<file path="config.mk">
export PLATFORM = sky130hd
export DESIGN_NAME = idu_mt
export DESIGN_NICKNAME = d
export VERILOG_FILES = /design/src/rtl/idu_mt.sv
export SDC_FILE = /design/constraint.sdc
export NUM_CORES = 1
export LEC_CHECK = 0
export ABC_CLOCK_PERIOD_IN_PS = 5400
export CAP_MARGIN = 10
export CORE_ASPECT_RATIO = 0.7
export CORE_UTILIZATION = 30
export DETAILED_ROUTE_END_ITERATION = 16
export SLEW_MARGIN = 20
export SYNTH_ARGS = -nofsm -noshare
export SYNTH_HDL_FRONTEND = slang
export SYNTH_SLANG_ARGS = --single-unit
</file>
<file path="constraint.sdc">
create_clock -name clk -period 5.4 [get_ports clk]
set_clock_uncertainty 0.15 [all_clocks]
set_input_delay 0.54 -clock clk [delete_from_list [all_inputs] [get_ports clk]]
set_output_delay 0.54 -clock clk [all_outputs]
set_load 0.05 [all_outputs]
</file>
<file path="src/rtl/idu_mt.sv">
// rtl/idu_mt.sv - multi-thread RV32 instruction decode with 2-entry uop buffer
// Decode is combinational at the input; the buffer head drives every output.
module idu_mt #(
  parameter int XLEN    = 32,
  parameter int THREADS = 4,
  parameter int M_EXT   = 0,
  localparam int TID_W  = (THREADS > 1) ? $clog2(THREADS) : 1
) (
  input  logic             clk,
  input  logic             rst,
  input  logic             in_valid,
  output logic             in_ready,
  input  logic [31:0]      in_inst,
  input  logic [XLEN-1:0]  in_pc,
  input  logic [TID_W-1:0] in_tid,
  input  logic             flush,
  input  logic [TID_W-1:0] flush_tid,
  output logic             out_valid,
  input  logic             out_ready,
  output logic [3:0]       out_class,
  output logic [2:0]       out_rs_en,
  output logic [14:0]      out_regs,
  output logic [2:0]       out_fn3,
  output logic             out_sub,
  output logic             out_sra,
  output logic [XLEN-1:0]  out_imm,
  output logic [XLEN-1:0]  out_pc,
  output logic [TID_W-1:0] out_tid
);

  typedef enum logic [3:0] {
    C_ALU = 4'd0, C_ALU_IMM = 4'd1, C_LUI = 4'd2, C_AUIPC = 4'd3, C_JAL = 4'd4,
    C_JALR = 4'd5, C_BRANCH = 4'd6, C_LOAD = 4'd7, C_STORE = 4'd8,
    C_MULDIV = 4'd9, C_ILLEGAL = 4'd15
  } cls_e;

  typedef struct packed {
    logic [3:0]       cls;
    logic [2:0]       rs_en;
    logic [14:0]      regs;
    logic [2:0]       fn3;
    logic             sub;
    logic             sra;
    logic [XLEN-1:0]  imm;
    logic [XLEN-1:0]  pc;
    logic [TID_W-1:0] tid;
  } uop_t;

  logic [6:0]  opc, f7;
  logic [2:0]  f3;
  logic [4:0]  rd;
  logic [31:0] imm_i, imm_s, imm_b, imm_u, imm_j, imm_sh, imm32;
  cls_e        cls;
  logic [2:0]  en;
  logic        sub, sra;
  uop_t        dec;

  assign opc = in_inst[6:0];
  assign f3  = in_inst[14:12];
  assign f7  = in_inst[31:25];
  assign rd  = in_inst[11:7];

  assign imm_i  = {{20{in_inst[31]}}, in_inst[31:20]};
  assign imm_s  = {{20{in_inst[31]}}, in_inst[31:25], in_inst[11:7]};
  assign imm_b  = {{20{in_inst[31]}}, in_inst[7], in_inst[30:25], in_inst[11:8], 1'b0};
  assign imm_u  = {in_inst[31:12], 12'b0};
  assign imm_j  = {{12{in_inst[31]}}, in_inst[19:12], in_inst[20], in_inst[30:21], 1'b0};
  assign imm_sh = {27'b0, in_inst[24:20]};

  always_comb begin
    cls   = C_ILLEGAL;
    en    = 3'b000;
    sub   = 1'b0;
    sra   = 1'b0;
    imm32 = 32'b0;
    case (opc)
      7'b0110011: begin
        if (f7 == 7'b0000000 || (f7 == 7'b0100000 && (f3 == 3'b000 || f3 == 3'b101))) begin
          cls = C_ALU;
          en  = 3'b111;
          sub = (f3 == 3'b000 && in_inst[30]) || f3 == 3'b010 || f3 == 3'b011;
          sra = (f3 == 3'b101) && in_inst[30];
        end else if (f7 == 7'b0000001 && M_EXT != 0) begin
          cls = C_MULDIV;
          en  = 3'b111;
        end
      end
      7'b0010011: begin
        if (!((f3 == 3'b001 && f7 != 7'b0000000) ||
              (f3 == 3'b101 && f7 != 7'b0000000 && f7 != 7'b0100000))) begin
          cls   = C_ALU_IMM;
          en    = 3'b101;
          sub   = (f3 == 3'b010) || (f3 == 3'b011);
          sra   = (f3 == 3'b101) && in_inst[30];
          imm32 = (f3 == 3'b001 || f3 == 3'b101) ? imm_sh : imm_i;
        end
      end
      7'b0110111: begin cls = C_LUI;   en = 3'b100; imm32 = imm_u; end
      7'b0010111: begin cls = C_AUIPC; en = 3'b100; imm32 = imm_u; end
      7'b1101111: begin cls = C_JAL;   en = 3'b100; imm32 = imm_j; end
      7'b1100111: begin
        if (f3 == 3'b000) begin cls = C_JALR; en = 3'b101; imm32 = imm_i; end
      end
      7'b1100011: begin
        if (f3 != 3'b010 && f3 != 3'b011) begin
          cls = C_BRANCH; en = 3'b011; sub = 1'b1; imm32 = imm_b;
        end
      end
      7'b0000011: begin
        if (f3 != 3'b011 && f3 != 3'b110 && f3 != 3'b111) begin
          cls = C_LOAD; en = 3'b101; imm32 = imm_i;
        end
      end
      7'b0100011: begin
        if (f3 == 3'b000 || f3 == 3'b001 || f3 == 3'b010) begin
          cls = C_STORE; en = 3'b011; imm32 = imm_s;
        end
      end
      default: ;
    endcase
  end

  // imm32 bit 31 is the sign for every format, so replicate it out to XLEN
  always_comb begin
    dec       = '0;
    dec.cls   = cls;
    dec.rs_en = {en[2] && (rd != 5'd0), en[1:0]};
    dec.regs  = {rd, in_inst[24:20], in_inst[19:15]};
    dec.fn3   = f3;
    dec.sub   = sub;
    dec.sra   = sra;
    dec.imm   = {{(XLEN-31){imm32[31]}}, imm32[30:0]};
    dec.pc    = in_pc;
    dec.tid   = in_tid;
  end

  uop_t       ent0, ent1, a_ent, slot0, slot1;
  logic [1:0] count, count_nxt;
  logic       push, pop, a_v, ka, kb, kp;

  assign in_ready  = (count != 2'd2);
  assign out_valid = (count != 2'd0);
  assign push      = in_valid && in_ready;
  assign pop       = out_valid && out_ready;

  // After the pop, survivors of the flush are compacted toward the head
  always_comb begin
    a_ent     = pop ? ent1 : ent0;
    a_v       = pop ? (count == 2'd2) : (count != 2'd0);
    ka        = a_v && !(flush && a_ent.tid == flush_tid);
    kb        = !pop && (count == 2'd2) && !(flush && ent1.tid == flush_tid);
    kp        = push && !(flush && in_tid == flush_tid);
    slot0     = ka ? a_ent : (kb ? ent1 : dec);
    slot1     = (ka && kb) ? ent1 : dec;
    count_nxt = 2'(ka) + 2'(kb) + 2'(kp);
  end

  always_ff @(posedge clk or posedge rst) begin
    if (rst) begin
      count <= 2'd0;
      ent0  <= '0;
      ent1  <= '0;
    end else begin
      count <= count_nxt;
      if (count_nxt != 2'd0) ent0 <= slot0;
      if (count_nxt == 2'd2) ent1 <= slot1;
    end
  end

  assign out_class = ent0.cls;
  assign out_rs_en = ent0.rs_en;
  assign out_regs  = ent0.regs;
  assign out_fn3   = ent0.fn3;
  assign out_sub   = ent0.sub;
  assign out_sra   = ent0.sra;
  assign out_imm   = ent0.imm;
  assign out_pc    = ent0.pc;
  assign out_tid   = ent0.tid;

endmodule

</file>
==> results of run 1 <==
[per-layer routing]
layer | track usage, % | part of all wire, % | up-vias | routed length [µm]
li1 | - | - | 3391 | -
met1 | 27.7 | 50 | 3516 | 12800
met2 | 25.9 | 42 | 263 | 10900
met3 | 4.35 | 6.7 | 26 | 1710
met4 | 4.47 | 1.3 | 0 | 343
met5 | 0 | 0 | - | 0
[final timing paths]
| check | to | slack [ns] | cells after the start |
|---|---|---|---|
| setup / recovery | out_sub$_DFFE_PP0P_ | 1.09 | 13 |
| hold / removal | out_regs[4]$_DFFE_PP0P_ | 0.31 | 2 |
| setup reg to reg | out_sub$_DFFE_PP0P_ | 1.24 | 12 |
| hold reg to reg | out_regs[7]$_DFFE_PP0P_ | 0.32 | 2 |
| max in group asynchronous | ent1[10]$_DFFE_PP0P_ | 3.63 | 3 |
| min in group clk | out_regs[7]$_DFFE_PP0P_ | 0.32 | 2 |
[through the flow]
| step | worst slack [ns] | util [%] | hold slack, ns |
|---|---|---|---|
| after floorplan | 1.70 | - | 0.283 |
| after global placement | 0.777 | 38.5 | 0.296 |
| after detailed placement | 0.724 | 38.5 | 0.302 |
| after CTS | 1.17 | 40.5 | 0.308 |
| after global routing | 0.809 | 40.6 | 0.329 |
| final | 1.09 | 40.6 | 0.313 |
[cells by family after synthesis]
logic type | after synthesis | synth area share (%)
buf+inv | 93 | 5.13
flops | 188 | 55.8
mux | 1 | 0.134
fa+ha+maj | 1 | 0.237
compound gates | 199 | 17.4
xor+xnor | 5 | 0.519
simple gates | 422 | 20.8
[registers in the layout, summed over array words and instances (netlist names)]
signal	count
out_class	4
out_rs_en	3
out_pc	32
out_tid	2
out_sub	1
count	2
out_sra	1
out_fn3	3
ent1	93
out_regs	15
out_imm	32
[layout by cell type (no fill, tap or decap), types with 3 or more instances in the layout]
cell type / instances
a22oi_1: 76
buf_12: 3
xnor2_1: 4
clkbuf_16: 17
nor3_1: 7
nand2_1: 295
nor4_1: 3
clkinvlp_4: 5
nand2b_1: 13
nand3b_1: 3
dfrtp_1: 188
nand3_1: 18
or3_1: 4
inv_1: 35
inv_6: 3
a21oi_1: 20
a31oi_1: 7
a221o_1: 6
o21a_1: 3
o22ai_1: 3
clkdlybuf4s50_1: 167
nor2_1: 60
nor2b_1: 4
a211oi_1: 7
buf_4: 13
a221oi_1: 24
o21ai_0: 30
[power breakdown]
group          leakage [nW]  switching, W  internal [W]
registers              2.34      0.000351       0.00206
logic                  2.25       0.00275       0.00137
clock network         0.261      0.000578      0.000653
total                  4.85       0.00368       0.00408
[synthesized netlist by cell type (all sizes together), types with 3 or more instances]
cell type / instances / area, µm²
nand2: 295 / 1110
dfrtp: 188 / 4700
a22oi: 76 / 571
nor2: 61 / 236
buf: 36 / 219
inv: 36 / 135
o21ai: 30 / 150
a221oi: 25 / 236
a21oi: 22 / 118
clkbuf: 21 / 78.8
nand3: 18 / 90.1
nand2b: 13 / 81.3
a211oi: 8 / 65.1
a31oi: 7 / 43.8
nor3: 7 / 35.0
a221o: 6 / 60.1
nor2b: 4 / 25.0
nor4: 4 / 31.3
or3: 4 / 25.0
xnor2: 4 / 35.0
a2111oi: 3 / 26.3
a21boi: 3 / 26.3
and2: 3 / 18.8
nand3b: 3 / 22.5
o21a: 3 / 22.5
o22ai: 3 / 18.8
or3b: 3 / 26.3
[layout make-up]
| type | instances | area share (%) |
|---|---|---|
| Clock buffer | 20 | 4.06 |
| Sequential cell | 188 | 42.7 |
| Timing Repair Buffer | 183 | 16.6 |
| Tap cell | 364 | 4.14 |
| Multi-Input combinational cell | 628 | 30.2 |
| Clock inverter | 11 | 1.01 |
| Inverter | 36 | 1.26 |
==> impl_metrics.tcl, run 1 <==
set metrics [dict create \
    status "complete, no violations" \
    synth_edf_count 0 \
    synthFlopType "dfrtp_1" \
    hp-class "in -> async" \
    grt_pass1_vias 7027 \
    syn_nets 983 \
    crit_slowest_cell "fa_1" \
    dieArea_um2 28800 \
    clk_path_buf_depth 2 \
    path_delay_family "compound AO/OA/AOI/OAI gates" \
    dpl_cell_area_um2 10500 \
    power_w 0.00777 \
    report.final.slew_viol_count 0 \
    path_clk_slew_ns 0.07 \
    clock-sinks 188 \
    synth_cell_type_count 57 \
    fin_crit_sh_pct 79.7 \
    cp-start-kind "input port" \
    grt_max_degree 111 \
    ios 168 \
    yosysWarningCount 0 \
    max_cap_violations 0 \
    yosysSeqAreaShare_pct 55.8 \
    start_util_pct 31.1 \
    rsz0062_at_grt "no" \
    rows 50 \
    vdd_ir_drop_max_mv 0.321 \
    die_h_um 142 \
    placed_cells 1399 \
    cp_slowest_stage_delay_ns 0.62 \
    worstMarginPinSlew_ns 0.854 \
    tritoncts "done" \
    worstPathArrival_ns 4.53 \
    gp_congestion 0.866 \
    antenna_found_initial 0 \
    ctsHoldBuffers 0 \
    wirelength_um 25700 \
    antenna_cells 0 \
    dieWidth_um 202 \
    drc 0 \
    required_ns 5.62 \
    hpwl_um 17200 \
    cts_buffers 17 \
    hold_violations 0 \
    pwr_density_cell_nw_per_um2 705 \
    relSlewSlack_pct 42.9 \
    cellLeakagePower_nw 4.85 \
    syn2layout_area_growth_pct 30.5 \
    grt_pass1_wl_um 40700 \
    first_iter_violations 546 \
    nets 1128 \
    max_freq_mhz 232 \
    synth_area_per_cell_um2 9.28 \
    portBuffers 167 \
    cts_resized 0 \
    clk_latency_ns 0.44 \
    htree_levels 4 \
    worstPathMaxFanout 16 \
    ys_ff_latch 188 \
    path_cells "clkdlybuf4s50_1, o21a_1, a21oi_1, or3_1, a21oi_1, nor2_1, fa_1, nor2_1, a2111oi_0, nand2_1, buf_4, a211oi_1, a221o_1" \
    setup_violations 0 \
    fillCellCount 2720 \
    ff_latch_area_um2 4700 \
    vias 7196 \
    wire_per_inst_um 18.0 \
    dr.pass1.iters 5 \
    r2r-start "count[1]$_DFF_PP0_" \
    viasPerCell 5.03 \
    async_flop_share_pct 100 \
    synth_area_um2 8430 \
    period_needed_ns 4.31 \
    criticalPathCategory "in -> reg" \
    final-instance-count-excl-fill 1430 \
    fin_setup_tns_ns 0 \
    cts_root_buf "clkbuf_16" \
    drive_gt1_share_pct 6.00 \
    ant_nets 0 \
    multi_input_area_um2 3320 \
    path_buf_inv 2 \
    cts_setup_buffers 0 \
    fin_area_um2 11000 \
    core_um2 27200 \
    overflow 0 \
    grt_usage_pct 18.3 \
    synthCells 909 \
    worstSetupStartpoint "out_ready" \
    cp-end-kind "flip-flop" \
]
(Power assumes the default switching activity.)
==> run 2: changes to the inputs <==
--- a/config.mk
+++ b/config.mk
@@ -5,7 +5,7 @@
 export SDC_FILE = /design/constraint.sdc
 export NUM_CORES = 1
 export LEC_CHECK = 0
-export ABC_CLOCK_PERIOD_IN_PS = 5400
+export ABC_CLOCK_PERIOD_IN_PS = 3780
 export CAP_MARGIN = 10
 export CORE_ASPECT_RATIO = 0.7
 export CORE_UTILIZATION = 30
==> constraint.sdc (replaced) <==
create_clock -name clk -period 3.78 [get_ports clk]
set_clock_uncertainty 0.15 [all_clocks]
set_input_delay 0.378 -clock clk [delete_from_list [all_inputs] [get_ports clk]]
set_output_delay 0.378 -clock clk [all_outputs]
set_load 0.05 [all_outputs]
==> run 2 against run 1 <==
  * Utilization rose by 1.2 points
  * Hold slack worse by 0.20 ns
  * Combinational power up 51%
  * Critical path depth is 1 higher
  * Design area grew 3.1%
  * Via count increased by 1.7%
  * Critical path type is now reg -> reg
  * Critical endpoint is now out_imm[18]$_DFFE_PP0P_
  * Largest power group unchanged
  * Highest routed layer unchanged
==> impl_metrics.tcl, run 2 (same netlist as run 1, synthesis figures left out) <==
set metrics [dict create \
    fillCellCount 2699 \
    drive_gt1_share_pct 8.68 \
    period_needed_ns 3.47 \
    worstPathArrival_ns 3.63 \
    clock-sinks 188 \
    gp_congestion 0.880 \
    grt_usage_pct 18.5 \
    clk_latency_ns 0.44 \
    wire_per_inst_um 17.8 \
    dieWidth_um 202 \
    start_util_pct 31.1 \
    syn2layout_area_growth_pct 34.5 \
    report.final.slew_viol_count 0 \
    hp-class "in -> async" \
    die_h_um 142 \
    grt_pass1_wl_um 41200 \
    cts_buffers 17 \
    hold_violations 0 \
    fin_crit_sh_pct 91.7 \
    core_um2 27200 \
    max_freq_mhz 289 \
    grt_pass1_vias 7146 \
    ff_latch_area_um2 4700 \
    vdd_ir_drop_max_mv 0.499 \
    viasPerCell 5.01 \
    cts_root_buf "clkbuf_16" \
    path_clk_slew_ns 0.08 \
    clk_path_buf_depth 2 \
    cellLeakagePower_nw 5.03 \
    dr.pass1.iters 6 \
    wirelength_um 25900 \
    ios 168 \
    cp-end-kind "flip-flop" \
    final_common_cell "nand2_1" \
    hpwl_um 17700 \
    largest_reg_flops 93 \
    criticalPathCategory "reg -> reg" \
    fin_hold_ws_ns 0.109 \
    tritoncts "done" \
    cp-start-kind "flip-flop" \
    max_cap_violations 0 \
    rows 50 \
    ant_nets 0 \
    setup_violations 0 \
    relSlewSlack_pct 44.8 \
    status "complete, no violations" \
    first_iter_violations 624 \
    max_flop_register "ent1" \
    portBuffers 167 \
    cts_setup_buffers 0 \
    htree_levels 4 \
    final_cell_mix "nand2_1 (295), dfrtp_1 (188), clkdlybuf4s50_1 (167), a22oi_1 (76), nor2_1 (60)" \
    antenna_cells 0 \
    nets 1158 \
    worstPathMaxFanout 8 \
    multi_input_area_um2 3320 \
    dieArea_um2 28800 \
    fin_setup_tns_ns 0 \
    overflow 0 \
    antenna_found_initial 0 \
    vias 7315 \
    required_ns 3.94 \
    r2r_slack_ns 0.31 \
    worstMarginPinSlew_ns 0.820 \
    rsz0062_at_grt "no" \
    grt_max_degree 102 \
    drc 0 \
    pwr_density_cell_nw_per_um2 1010 \
]
run 2: layer usage:
metal / GRT usage (%) / part of all wire [%]
met1: 28.2 / 50
met2: 26.1 / 42
met3: 4.19 / 7.2
met4: 4.27 / 1.1
met5: 0 / 0
run 2: repair_timing:
action | CTS | global route
hold buffers | 0 | 0
endpoints found under the setup margin | 0 | 10
resized for setup | 0 | 1
endpoints found under the hold margin | 0 | 0
run 2: layout make-up:
| type | instances | share of cell area, % |
|---|---|---|
| multi-input cells | 628 | 29.3 |
| clock inverters | 9 | 0.794 |
| flip-flops and latches | 188 | 41.5 |
| well taps | 364 | 4.01 |
| repair buffers | 213 | 19.0 |
| clock buffers | 21 | 4.23 |
| inverters | 36 | 1.22 |
run 2: final timing paths:
path,cells after the start,endpoint,start
min in group clk,2,out_pc[30]$_DFFE_PP0P_,ent1[32]$_DFFE_PP0P_
worst min register to register,2,out_pc[30]$_DFFE_PP0P_,ent1[32]$_DFFE_PP0P_
worst max-delay path,14,out_imm[18]$_DFFE_PP0P_,count[1]$_DFF_PP0_
worst max register to register,14,out_imm[18]$_DFFE_PP0P_,count[1]$_DFF_PP0_
max in group asynchronous,3,out_pc[3]$_DFFE_PP0P_,rst
worst min-delay path,2,ent1[47]$_DFFE_PP0P_,rst
run 2: where the power goes:
group | switching, W | leakage [nW] | internal (W) | total [W]
Clock | 0.000795 | 0.265 | 0.000972 | 0.00177
Sequential | 0.000495 | 2.34 | 0.00294 | 0.00343
Combinational | 0.00399 | 2.43 | 0.00224 | 0.00623
run 2: critical path, stage by stage, from the launching register on:
cell       delay, ns
dfrtp_1         0.43
o21a_1          0.22
a21boi_1        0.15
or3_1           0.39
a21oi_1         0.17
nor2_1          0.07
fa_1            0.50
nor2_1          0.06
a2111oi_1       0.39
buf_4           0.19
nand2_1         0.07
buf_4           0.19
nor2_1          0.09
buf_4           0.17
a221oi_1        0.09
run 2: per-stage QoR:
| stage | total power (W) | worst slack (ns) | utilization (%) | instances | instance area [µm²] |
|---|---|---|---|---|---|
| 5_1_grt | 0.0122 | 0.00697 | 41.8 | 1459 | 11300 |
| 2_1_floorplan | 0.00743 | 0.0848 | - | 909 | 8440 |
| 3_5_place_dp | 0.00972 | -0.114 | 39.7 | 1429 | 10800 |
| 6_report | 0.0114 | 0.314 | 41.8 | 1459 | 11300 |
| 3_3_place_gp | 0.00963 | -0.0583 | 39.7 | 1429 | 10800 |
| 4_1_cts | 0.0115 | 0.271 | 41.8 | 1459 | 11300 |
==> run 3: changes to the inputs <==
--- a/config.mk
+++ b/config.mk
@@ -7,9 +7,12 @@
 export LEC_CHECK = 0
 export ABC_CLOCK_PERIOD_IN_PS = 3780
 export CAP_MARGIN = 10
+export CELL_PAD_IN_SITES_DETAIL_PLACEMENT = 1
+export CELL_PAD_IN_SITES_GLOBAL_PLACEMENT = 1
 export CORE_ASPECT_RATIO = 0.7
 export CORE_UTILIZATION = 30
 export DETAILED_ROUTE_END_ITERATION = 16
+export PLACE_DENSITY_LB_ADDON = 0.1
 export SLEW_MARGIN = 20
 export SYNTH_ARGS = -nofsm -noshare
 export SYNTH_HDL_FRONTEND = slang
==> run 3 against run 2 <==
  * Hold slack better by 0.19 ns
  * Critical path depth down 1
  * Clock-buffer cell count down 1
  * Critical endpoint is now out_pc[30]$_DFFE_PP0P_
  * Largest cell class unchanged
  * Utilization about the same
==> impl_metrics.tcl, run 3 (same netlist as run 1, synthesis figures left out) <==
set metrics [dict create \
    status "complete, no violations" \
    r2r-end "out_pc[30]$_DFFE_PP0P_" \
    worstPathMaxFanout 29 \
    clock_power_share_pct 15.4 \
    fillCellCount 3108 \
    wire_per_inst_um 19.6 \
    nets 1156 \
    wirelength_um 28600 \
    first_iter_violations 466 \
    max_cap_violations 0 \
    drive_gt1_share_pct 8.50 \
    tritoncts "done" \
    ctsHoldBuffers 0 \
    setup_violations 0 \
    final_cell_mix "nand2_1 (295), dfrtp_1 (188), clkdlybuf4s50_1 (167), a22oi_1 (76), nor2_1 (60)" \
    start_util_pct 31.1 \
    cts_buffers 17 \
    antenna_found_initial 0 \
    sequentialPowerShare_pct 29.8 \
    dieWidth_um 202 \
    cellLeakagePower_nw 5.04 \
    grt_pass1_wl_um 45500 \
    largest_reg_flops 93 \
    vias 7369 \
    htree_levels 4 \
    max_flop_register "ent1" \
    ff_latch_area_um2 4700 \
    drc 0 \
    critical_path_depth 13 \
    clock-sinks 188 \
    clk_latency_ns 0.44 \
    period_needed_ns 3.42 \
    cts_setup_buffers 0 \
    path_clk_slew_ns 0.07 \
    r2r-start "count[1]$_DFF_PP0_" \
    crit_end "out_pc[30]$_DFFE_PP0P_" \
    dr.pass1.iters 5 \
    relSlewSlack_pct 29.8 \
    fin_hold_ws_ns 0.295 \
    vdd_ir_drop_max_mv 0.515 \
    worstSetupStartpoint "count[1]$_DFF_PP0_" \
    viasPerCell 5.05 \
    gp_congestion 0.859 \
    ant_nets 0 \
    multi_input_area_um2 3320 \
    syn2layout_area_growth_pct 34.6 \
    cts_root_buf "clkbuf_16" \
    required_ns 4.00 \
    path_cells "o21a_1, a21boi_1, or3_1, a21oi_1, nor2_1, fa_1, nor2_1, a2111oi_0, buf_4, and2_2, buf_12, a22oi_1, nand2_1" \
    p_switching_w 0.00538 \
    antenna_cells 0 \
    r2r_slack_ns 0.36 \
    cp-end-kind "flip-flop" \
    ff2ff_path_depth 13 \
    overflow 0 \
    grt_pass1_vias 7776 \
    rsz0062_at_grt "no" \
    portBuffers 167 \
    pwr_density_cell_nw_per_um2 1020 \
    crit_top_cell "nor2_1" \
    final_common_cell "nand2_1" \
    rows 50 \
    max_freq_mhz 292 \
    ios 168 \
    hp-class "in -> async" \
    report.final.slew_viol_count 0 \
    clk_path_buf_depth 2 \
    hpwl_um 19700 \
    switching_share_pct 46.6 \
    dieArea_um2 28800 \
    fin_crit_sh_pct 90.5 \
    core_um2 27200 \
    hold_violations 0 \
    criticalPathCategory "reg -> reg" \
    cts_resized 0 \
    path_delay_family "compound AO/OA/AOI/OAI gates" \
    power_frac_comb_pct 54.7 \
    grt_usage_pct 20.6 \
    path_buf_inv 2 \
    grt_max_degree 104 \
    internal-power_w 0.00616 \
    cp_slowest_stage_delay_ns 0.51 \
    fin_setup_tns_ns 0 \
    die_h_um 142 \
    worstMarginPinSlew_ns 1.03 \
    cp-start-kind "flip-flop" \
    crit_slowest_cell "fa_1" \
    worstPathArrival_ns 3.64 \
]
==> run 3: power groups by stage <==
stage | Clock [W] | Combinational (W) | Sequential [W]
floorplan | 0 | 0.00248 | 0.00495
global placement | 0 | 0.00631 | 0.00346
detailed placement | 0 | 0.00640 | 0.00347
CTS | 0.00184 | 0.00642 | 0.00345
global route | 0.00191 | 0.00687 | 0.00355
finish | 0.00178 | 0.00632 | 0.00344
==> run 3: worst min-delay path by stage <==
stage	end	slack (ns)	cells after the start
after CTS	ent1[54]$_DFFE_PP0P_	0.29	3
after floorplan	ent1[39]$_DFFE_PP0P_	0.28	2
after detailed placement	ent1[42]$_DFFE_PP0P_	0.30	2
final	out_imm[17]$_DFFE_PP0P_	0.30	3
after global routing	out_imm[20]$_DFFE_PP0P_	0.30	3
after global placement	ent1[44]$_DFFE_PP0P_	0.30	2
==> run 3: per-stage QoR <==
step / setup slack, ns / power, W / area, µm² / std cells / utilization [%]
CTS: 0.371 / 0.0117 / 11400 / 1458 / 41.8
finish: 0.361 / 0.0115 / 11400 / 1458 / 41.8
global route: 0.120 / 0.0123 / 11400 / 1458 / 41.8
floorplan: 0.0848 / 0.00743 / 8440 / 909 / -
detailed placement: -0.0531 / 0.00987 / 10800 / 1427 / 39.7
global placement: -0.00420 / 0.00977 / 10800 / 1427 / 39.7
==> run 3: layout make-up <==
class	instances	share of cell area, %
clock buffer	20	4.02
tap	364	4.01
multi-input combinational	628	29.3
inverter	36	1.22
timing repair buffer	211	19.1
sequential	188	41.4
clock inverter	11	0.970
==> run 3: worst reg2reg max path, stage by stage (launching register included) <==
cell	delay [ns]
dfrtp_1	0.43
o21a_1	0.23
a21boi_1	0.16
or3_1	0.38
a21oi_1	0.16
nor2_1	0.07
fa_1	0.51
nor2_1	0.06
a2111oi_0	0.35
buf_4	0.18
and2_2	0.24
buf_12	0.21
a22oi_1	0.15
nand2_1	0.07
==> run 3: per-layer routing <==
layer,wire length [µm],up-vias,GRT usage [%]
met5,0,-,0
met4,216,0,4.39
met3,846,13,3.23
met2,12400,127,30.2
met1,15100,3768,31.5
li1,-,3461,-
